[src/rtl/register_bank_pkg.sv]
// rtl/register_bank_pkg.sv - shared constants and context type for the register bank
//
// Purpose: default geometry of the register bank and its context stack, and
//          the packed whole-array context type used for stack entries.
// Ports:   none (package).
package register_bank_pkg;

  localparam int DEFAULT_DATA_W    = 8;
  localparam int DEFAULT_NUM_REGS  = 8;
  localparam int DEFAULT_CTX_DEPTH = 4;

  // One saved context: every register of the array, register 0 in the low slot.
  typedef logic [DEFAULT_NUM_REGS-1:0][DEFAULT_DATA_W-1:0] reg_ctx_t;

  // Width of a counter that must hold 0..depth inclusive.
  function automatic int ctx_ptr_w(input int depth);
    return $clog2(depth + 1);
  endfunction

endpackage

[src/rtl/ctx_stack_ctrl.sv]
// rtl/ctx_stack_ctrl.sv - context-stack depth tracking, flags and misuse detection
//
// Purpose: decides whether a push or pop request is accepted this cycle, keeps
//          the number of saved contexts and the registered full/empty flags,
//          and holds the sticky misuse flag.
// Ports:
//   clk       in   system clock, rising edge
//   rst_n     in   asynchronous active-low reset
//   ctx_push  in   save request
//   ctx_pop   in   restore request
//   err_clr   in   clear the sticky error flag
//   push_ok   out  push accepted this cycle (write stack[depth])
//   pop_ok    out  pop accepted this cycle (restore from stack[depth-1])
//   depth     out  number of saved contexts
//   full      out  depth == CTX_DEPTH
//   empty     out  depth == 0
//   err       out  sticky misuse flag
module ctx_stack_ctrl
  import register_bank_pkg::*;
#(
  parameter int CTX_DEPTH = DEFAULT_CTX_DEPTH,
  parameter int PTR_W     = ctx_ptr_w(CTX_DEPTH)
) (
  input  logic             clk,
  input  logic             rst_n,
  input  logic             ctx_push,
  input  logic             ctx_pop,
  input  logic             err_clr,
  output logic             push_ok,
  output logic             pop_ok,
  output logic [PTR_W-1:0] depth,
  output logic             full,
  output logic             empty,
  output logic             err
);

  logic [PTR_W-1:0] depth_q, depth_d;
  logic             full_q, full_d;
  logic             empty_q, empty_d;
  logic             err_q, err_d;
  logic             err_evt;

  // A request is accepted only when it is the sole request and the stack
  // can serve it; every other requesting combination is misuse.
  assign push_ok = ctx_push & ~ctx_pop & ~full_q;
  assign pop_ok  = ctx_pop & ~ctx_push & ~empty_q;
  assign err_evt = (ctx_push | ctx_pop) & ~push_ok & ~pop_ok;

  always_comb begin
    depth_d = depth_q;
    if (push_ok) begin
      depth_d = depth_q + PTR_W'(1);
    end else if (pop_ok) begin
      depth_d = depth_q - PTR_W'(1);
    end
    full_d  = (depth_d == PTR_W'(CTX_DEPTH));
    empty_d = (depth_d == '0);
  end

  // A new error in the same cycle as err_clr keeps the flag set.
  always_comb begin
    err_d = err_q;
    if (err_evt) begin
      err_d = 1'b1;
    end else if (err_clr) begin
      err_d = 1'b0;
    end
  end

  always_ff @(posedge clk or negedge rst_n) begin
    if (!rst_n) begin
      depth_q <= '0;
      full_q  <= 1'b0;
      empty_q <= 1'b1;
      err_q   <= 1'b0;
    end else begin
      depth_q <= depth_d;
      full_q  <= full_d;
      empty_q <= empty_d;
      err_q   <= err_d;
    end
  end

  assign depth = depth_q;
  assign full  = full_q;
  assign empty = empty_q;
  assign err   = err_q;

endmodule

[src/rtl/register_bank_ctx.sv]
// rtl/register_bank_ctx.sv - parametrised register bank with single-cycle context stack
//
// Purpose: register array with one write port and two combinational read
//          ports, plus a stack that saves or restores the whole array in one
//          cycle for interrupt/call entry and exit.
// Optional feature: define REG_ZERO_HARDWIRED_EN to make register 0 a
//          constant zero (reads 0, writes ignored, saved and restored as 0).
// Ports:
//   clk            in   system clock, rising edge
//   rst_n          in   asynchronous active-low reset, clears all state
//   write_en       in   write in_data to regs[in_wr_selector]
//   in_wr_selector in   write address
//   in_rx_selector in   read address, port rx
//   in_ry_selector in   read address, port ry
//   in_data        in   write data
//   out_rx_data    out  regs[in_rx_selector], combinational
//   out_ry_data    out  regs[in_ry_selector], combinational
//   ctx_push       in   save all registers to the stack
//   ctx_pop        in   restore all registers from the stack
//   err_clr        in   clear out_err
//   out_ctx_depth  out  number of saved contexts
//   out_ctx_full   out  stack full
//   out_ctx_empty  out  stack empty
//   out_err        out  sticky stack-misuse flag
module register_bank_ctx
  import register_bank_pkg::*;
#(
  parameter int DATA_W    = DEFAULT_DATA_W,
  parameter int NUM_REGS  = DEFAULT_NUM_REGS,
  parameter int SEL_W     = $clog2(NUM_REGS),
  parameter int CTX_DEPTH = DEFAULT_CTX_DEPTH,
  parameter int PTR_W     = ctx_ptr_w(CTX_DEPTH)
) (
  input  logic              clk,
  input  logic              rst_n,
  input  logic              write_en,
  input  logic [SEL_W-1:0]  in_wr_selector,
  input  logic [SEL_W-1:0]  in_rx_selector,
  input  logic [SEL_W-1:0]  in_ry_selector,
  input  logic [DATA_W-1:0] in_data,
  output logic [DATA_W-1:0] out_rx_data,
  output logic [DATA_W-1:0] out_ry_data,
  input  logic              ctx_push,
  input  logic              ctx_pop,
  input  logic              err_clr,
  output logic [PTR_W-1:0]  out_ctx_depth,
  output logic              out_ctx_full,
  output logic              out_ctx_empty,
  output logic              out_err
);

  // Index width for the stack storage itself (entries 0..CTX_DEPTH-1).
  localparam int IDX_W = (CTX_DEPTH > 1) ? $clog2(CTX_DEPTH) : 1;

  typedef logic [NUM_REGS-1:0][DATA_W-1:0] ctx_t;

  ctx_t             regs_q, regs_d;
  ctx_t             stack_q [CTX_DEPTH];
  logic             push_ok, pop_ok;
  logic [PTR_W-1:0] depth;
  logic [IDX_W-1:0] push_idx, pop_idx;

  ctx_stack_ctrl #(
    .CTX_DEPTH (CTX_DEPTH),
    .PTR_W     (PTR_W)
  ) u_ctrl (
    .clk      (clk),
    .rst_n    (rst_n),
    .ctx_push (ctx_push),
    .ctx_pop  (ctx_pop),
    .err_clr  (err_clr),
    .push_ok  (push_ok),
    .pop_ok   (pop_ok),
    .depth    (depth),
    .full     (out_ctx_full),
    .empty    (out_ctx_empty),
    .err      (out_err)
  );

  // A push only happens below full, so depth fits the storage index; a pop
  // only happens above empty, and modular subtraction in the low bits gives
  // depth-1 even when depth equals a power-of-two CTX_DEPTH.
  assign push_idx = depth[IDX_W-1:0];
  assign pop_idx  = depth[IDX_W-1:0] - IDX_W'(1);

  // Restore first, then the same-cycle write lands on top of it.
  always_comb begin
    regs_d = regs_q;
    if (pop_ok) begin
      regs_d = stack_q[pop_idx];
    end
    if (write_en) begin
      regs_d[in_wr_selector] = in_data;
    end
`ifdef REG_ZERO_HARDWIRED_EN
    regs_d[0] = '0;
`endif
  end

  always_ff @(posedge clk or negedge rst_n) begin
    if (!rst_n) begin
      regs_q <= '0;
    end else begin
      regs_q <= regs_d;
    end
  end

  // The snapshot is the pre-edge array, so a same-cycle write is not saved.
  always_ff @(posedge clk or negedge rst_n) begin
    if (!rst_n) begin
      for (int i = 0; i < CTX_DEPTH; i++) begin
        stack_q[i] <= '0;
      end
    end else if (push_ok) begin
      stack_q[push_idx] <= regs_q;
    end
  end

`ifdef REG_ZERO_HARDWIRED_EN
  assign out_rx_data = (in_rx_selector == '0) ? '0 : regs_q[in_rx_selector];
  assign out_ry_data = (in_ry_selector == '0) ? '0 : regs_q[in_ry_selector];
`else
  assign out_rx_data = regs_q[in_rx_selector];
  assign out_ry_data = regs_q[in_ry_selector];
`endif

  assign out_ctx_depth = depth;

endmodule

[config.mk]
export PLATFORM = sky130hd
export DESIGN_NAME = register_bank_ctx
export DESIGN_NICKNAME = d
export VERILOG_FILES = /design/src/rtl/register_bank_pkg.sv /design/src/rtl/ctx_stack_ctrl.sv /design/src/rtl/register_bank_ctx.sv
export SDC_FILE = /design/constraint.sdc
export NUM_CORES = 1
export LEC_CHECK = 0
export CAP_MARGIN = 0
export CORE_MARGIN = 2
export CORE_UTILIZATION = 25
export CTS_CLUSTER_DIAMETER = 120
export DETAILED_ROUTE_END_ITERATION = 8
export HOLD_SLACK_MARGIN = 0.02
export SLEW_MARGIN = 10
export SYNTH_ARGS = -nofsm -noshare
export SYNTH_HDL_FRONTEND = slang
export SYNTH_SLANG_ARGS = --single-unit
[constraint.sdc]
create_clock -name clk -period 6.68 [get_ports clk]
set_input_delay 1.336 -clock clk [delete_from_list [all_inputs] [get_ports clk]]
set_output_delay 1.336 -clock clk [all_outputs]
set_load 0.01 [all_outputs]
Word-level counts from Yosys, hierarchy flattened
Cells that the tools add are included.

Output and inout port bits: 22. Logic and storage cells: 93. Register bits after elaboration: 326.

Reductions and logical operators: 4. Add/subtract/negate cells: 3. Bitwise gates (word level): 15. Order comparisons: 7. Mux-type cells: 19. Equal/unequal tests: 1.

Operators with widths (count): 64-bit two-way mux (5); 256-bit bitwise mux (1); 64-bit binary-select mux with 2-bit select (1); 64-bit demux with 2-bit select (1); 64-bit bitwise mux (1); 8-bit binary-select mux with 3-bit select (2); 8-bit demux with 3-bit select (1); 8-bit two-way mux (3); 3-bit by 4-bit < comparator with 1-bit output (second input constant) (3); 1-bit AND (6); 3-bit >= comparator (second input constant) (2); 3-bit two-way mux (2); 1-bit inverter (6); 2-bit inverter with 3-bit output (2); 3-bit by 1-bit adder with 3-bit output (second input constant) (1); 3-bit == test (second input constant) (1); 3-bit by 1-bit >= comparator with 1-bit output (second input constant) (1); 3-bit logical NOT (1); 3-bit by 1-bit < comparator with 1-bit output (second input constant) (1); 3-bit by 1-bit subtractor with 3-bit output (second input constant) (1); 1-bit logical AND (2); 1-bit two-way mux (2); 2-bit nonzero test (1); 2-bit by 1-bit subtractor with 2-bit output (second input constant) (1); 1-bit OR (1).

Depth between registers and ports, before layout
Depth in word-level cells: 8. Gate-level depth with buffers: 11. Depth with buffers taken out: 5.

Hierarchy
Synthesis repeated with hierarchy kept, for this count alone.

Cell total of the unflattened synthesis: 1008. Area, all modules: 15518.6 sq um.

Modules (own cells, without submodules): register_bank_ctx (cells an instance 977, instances 1, area each 15163.3 sq um, seq. area each 8007.7 sq um); ctx_stack_ctrl (cells an instance 31, instances 1, area each 355.3 sq um, seq. area each 151.4 sq um).

Worst setup path before layout
OpenSTA, ideal clock, no wires.

Path type: input -> output. Start: input in_rx_selector[0]. End: output out_rx_data[0]. Data arrival time: 2460 ps. Stages: 4. Path buffers: 2. Required time: 5344 ps. Slack: 2884 ps. Cells stage by stage: buf_4 > buf_6 > mux4_2 > mux2_2.

Longest elaborated chain between the ends: 2.

RTL lines: start: declaration (RTL line register_bank_ctx.sv:38) `input logic [SEL_W-1:0] in_rx_selector,`; 8-bit binary-select mux with 3-bit select (RTL line register_bank_ctx.sv:123) `assign out_rx_data = regs_q[in_rx_selector];`; 8-bit two-way mux (implied by the code) (RTL line register_bank_ctx.sv:123); end: declaration (RTL line register_bank_ctx.sv:41) `output logic [DATA_W-1:0] out_rx_data,`.

Every way passes these cells. The select of a mux whose other input is x is not followed.

Worst setup path after layout
Start: input in_ry_selector[1]. End: output out_ry_data[1].

Longest elaborated chain between the ends: 2.

RTL lines: start: declaration (RTL line register_bank_ctx.sv:39) `input logic [SEL_W-1:0] in_ry_selector,`; 8-bit binary-select mux with 3-bit select (RTL line register_bank_ctx.sv:124) `assign out_ry_data = regs_q[in_ry_selector];`; 8-bit two-way mux (implied by the code) (RTL line register_bank_ctx.sv:124); end: declaration (RTL line register_bank_ctx.sv:42) `output logic [DATA_W-1:0] out_ry_data,`.

Every way passes these cells. The select of a mux whose other input is x is not followed.

==> flow_metrics.env <==
export IMPL_fmax_ghz=0.1934
export IMPL_ys_ff_latch=326
export IMPL_grt_max_degree=180
export IMPL_ys_types=36
export IMPL_synth_top_area_share=0.5228
export IMPL_rsz0062_at_grt="no"
export IMPL_relSlewSlack=0.1866
export IMPL_cts_root_buf="clkbuf_16"
export IMPL_synth_simple_area_share=0.05880
export IMPL_p_per_area_nw_per_um2=487.2
export IMPL_die_h_um=253.5
export IMPL_start_util=0.2525
export IMPL_htreeDepth=2
export IMPL_synth_common_cells="dfrtp_1, mux2_2, nand2_1, mux4_2, nor2_1"
export IMPL_skew_ps=6.776
export IMPL_synth_area_mux_share=0.3359
export IMPL_outcome="finished, final reports clean"
export IMPL_grt_overflow_total=0
export IMPL_ys_seq_area_frac=0.5245
export IMPL_cts_resized=0
export IMPL_antenna_found_initial=2
export IMPL_worstSkewPairLatency_ps=520
export IMPL_holdCritPathClass="reg -> reg"
export IMPL_cts_hold_buf=0
export IMPL_synth_adder_area_share=0.004826
export IMPL_nets=1121
export IMPL_wl_um=38520
export IMPL_fin_crit_ps=5170
export IMPL_multi_input_area_um2=6760
export IMPL_die_area_um2=64240
export IMPL_layout_drive_gt1_share=0.4059
export IMPL_syn_to_final_growth_pct=14.07
export IMPL_io_pins=45
export IMPL_clock_path_buffers=3
export IMPL_tightest_slew_ps=1214
export IMPL_core_um2=61600
export IMPL_drtIter0Drc=567
export IMPL_drtAntennaViolNets=0
export IMPL_setup_viol=0
export IMPL_fin_crit_sh=0.7740
export IMPL_ir_worst_vdd_mv=0.6275
export IMPL_synth_area_um2=15560
export IMPL_synth_area_leaders="dfrtp_1, mux2_2, mux4_2"
export IMPL_cts_tree="built"
export IMPL_crit_path_start_kind="input pin"
export IMPL_cts_reportedPaths_clkPinSlew_ps=60
export IMPL_synth_xor_area_frac=0.0005630
export IMPL_cp_max_fo=16
export IMPL_synthesis_nets=1118
export IMPL_diodes=0
export IMPL_synth_top_family_by_area="multiplexers"
export IMPL_syn_inst=1089
export IMPL_rows=91
export IMPL_hold_viol=0
export IMPL_yosys_warnings=0
export IMPL_crit_path_frequent_cell="clkdlybuf4s50_1"
export IMPL_slew_violations=0
export IMPL_r2r_slack_ps=3340
export IMPL_synth_edf_count=0
export IMPL_viasPerCell=4.716
export IMPL_numCtsBuffers=34
export IMPL_endpoint_kind="primary output"
export IMPL_num_vias=9210
export IMPL_seq_area_um2=8163
export IMPL_ys_flop_type="dfrtp_1"
export IMPL_drc=0
export IMPL_worst_ep_arrival_time_ps=3830
export IMPL_grt_util_all_layers=0.1216
export IMPL_cts_setup_buffers=0
export IMPL_whs_ps=500.2
export IMPL_synth_async_reset_ratio=1.000
export IMPL_setup_tns_ps=0
export IMPL_crit_chain="clkdlybuf4s50_1 -> mux4_2 -> mux2_2 -> clkdlybuf4s50_1"
export IMPL_path_class="in -> out"
export IMPL_synth_area_leader_cell="dfrtp_1"
export IMPL_slowest_stage="clkdlybuf4s50_1"
export IMPL_first_global_vias=9738
export IMPL_fillCellCount=6130
export IMPL_maxCapViolations=0
export IMPL_synth_compound_gate_area_share=0.03201
export IMPL_p_leak_uw=0.007406
export IMPL_dr_pass1_iters=5
export IMPL_synth_area_per_cell_um2=14.28
export IMPL_dp_hpwl_um=22430
export IMPL_crit_required_ps=5340
export IMPL_slowest_delay_ps=1270
export IMPL_yosysMostFrequentCell="dfrtp_1"
export IMPL_numPortBuffers=44
export IMPL_wire_per_inst_um=19.73
export IMPL_clkSinkCount=326
export IMPL_grt_pass1_wl_um=59770
export IMPL_globalplace_congestion=0.7424
export IMPL_die_x_um=253.5
## sequential cells by signal, summed over array words and instances, names as in the netlist
name          flops
regs_q           64
u_ctrl.depth      3
stack_q         256
u_ctrl.err        1
u_ctrl.empty      1
u_ctrl.full       1
## cell type report
class	instances	area share
multi-input combinational	665	0.3810
sequential	326	0.4600
tap	837	0.05902
timing repair buffer	61	0.03300
clock buffer	49	0.05810
clock inverter	11	0.008038
inverter	4	0.0008461
## per-stage QoR
step	area (µm²)	instances	setup slack (ps)	total power, µW	util
after floorplan	15560	1089	2884	5846	-
after global placement	16570	1893	1694	6575	0.2690
after detailed placement	16570	1893	1607	6719	0.2690
after CTS	17740	1953	1604	8737	0.2881
after global routing	17740	1953	1486	9168	0.2881
final	17740	1953	1510	8644	0.2881
## report_power, final
group | internal [µW] | switching [µW]
combinational | 1800 | 1090
sequential | 2940 | 842
clock | 1190 | 786
## placed cells by master (no fill, tap or decap), types with 2 or more instances in the layout
cell type	count
buf_4	16
inv_1	4
mux4_2	96
mux2_2	272
ha_1	5
clkbuf_8	6
clkinv_2	4
clkbuf_16	37
nor4bb_1	3
bufinv_16	3
nand2_1	129
nor4b_1	2
a31oi_2	3
nor2_1	65
dfrtp_1	324
clkinvlp_4	2
nand4bb_1	3
clkdlybuf4s50_1	43
and3_4	4
a21oi_1	2
nand4b_1	3
clkbuf_1	6
a31oi_1	62
## path summary, 6_finish.rpt
path	from	endpoint	depth (start not counted)
worst min-delay path	stack_q[167]$_DFFE_PN0P_	stack_q[167]$_DFFE_PN0P_	1
worst max register to register	u_ctrl.depth[0]$_DFF_PN0_	regs_q[42]$_DFF_PN0_	6
worst min register to register	stack_q[167]$_DFFE_PN0P_	stack_q[167]$_DFFE_PN0P_	1
worst max-delay path	in_ry_selector[1]	out_ry_data[1]	4
max in group asynchronous	rst_n	stack_q[124]$_DFFE_PN0P_	2
min in group asynchronous	rst_n	u_ctrl.depth[2]$_DFF_PN0_	1
## layer usage
metal | up-vias | global-route usage | wire, µm
li1 | 3995 | - | -
met1 | 4957 | 0.1701 | 17990
met2 | 211 | 0.1840 | 17090
met3 | 43 | 0.03984 | 2961
met4 | 4 | 0.02333 | 460
met5 | - | 0 | 25
## worst max-delay path: cells and delay by family
family                 cells  cell delay, ps
multiplexers               2             730
buffers and inverters      2            1760
## cell families after synthesis
family	Yosys count
AOI/OAI and AO/OA	75
xor gates and xnor gates	1
adders and majority gates	6
buffers and inverters	98
DFF	326
muxes	368
and+or+nand+nor	215
Note: power is estimated with default switching activity, not from simulation.
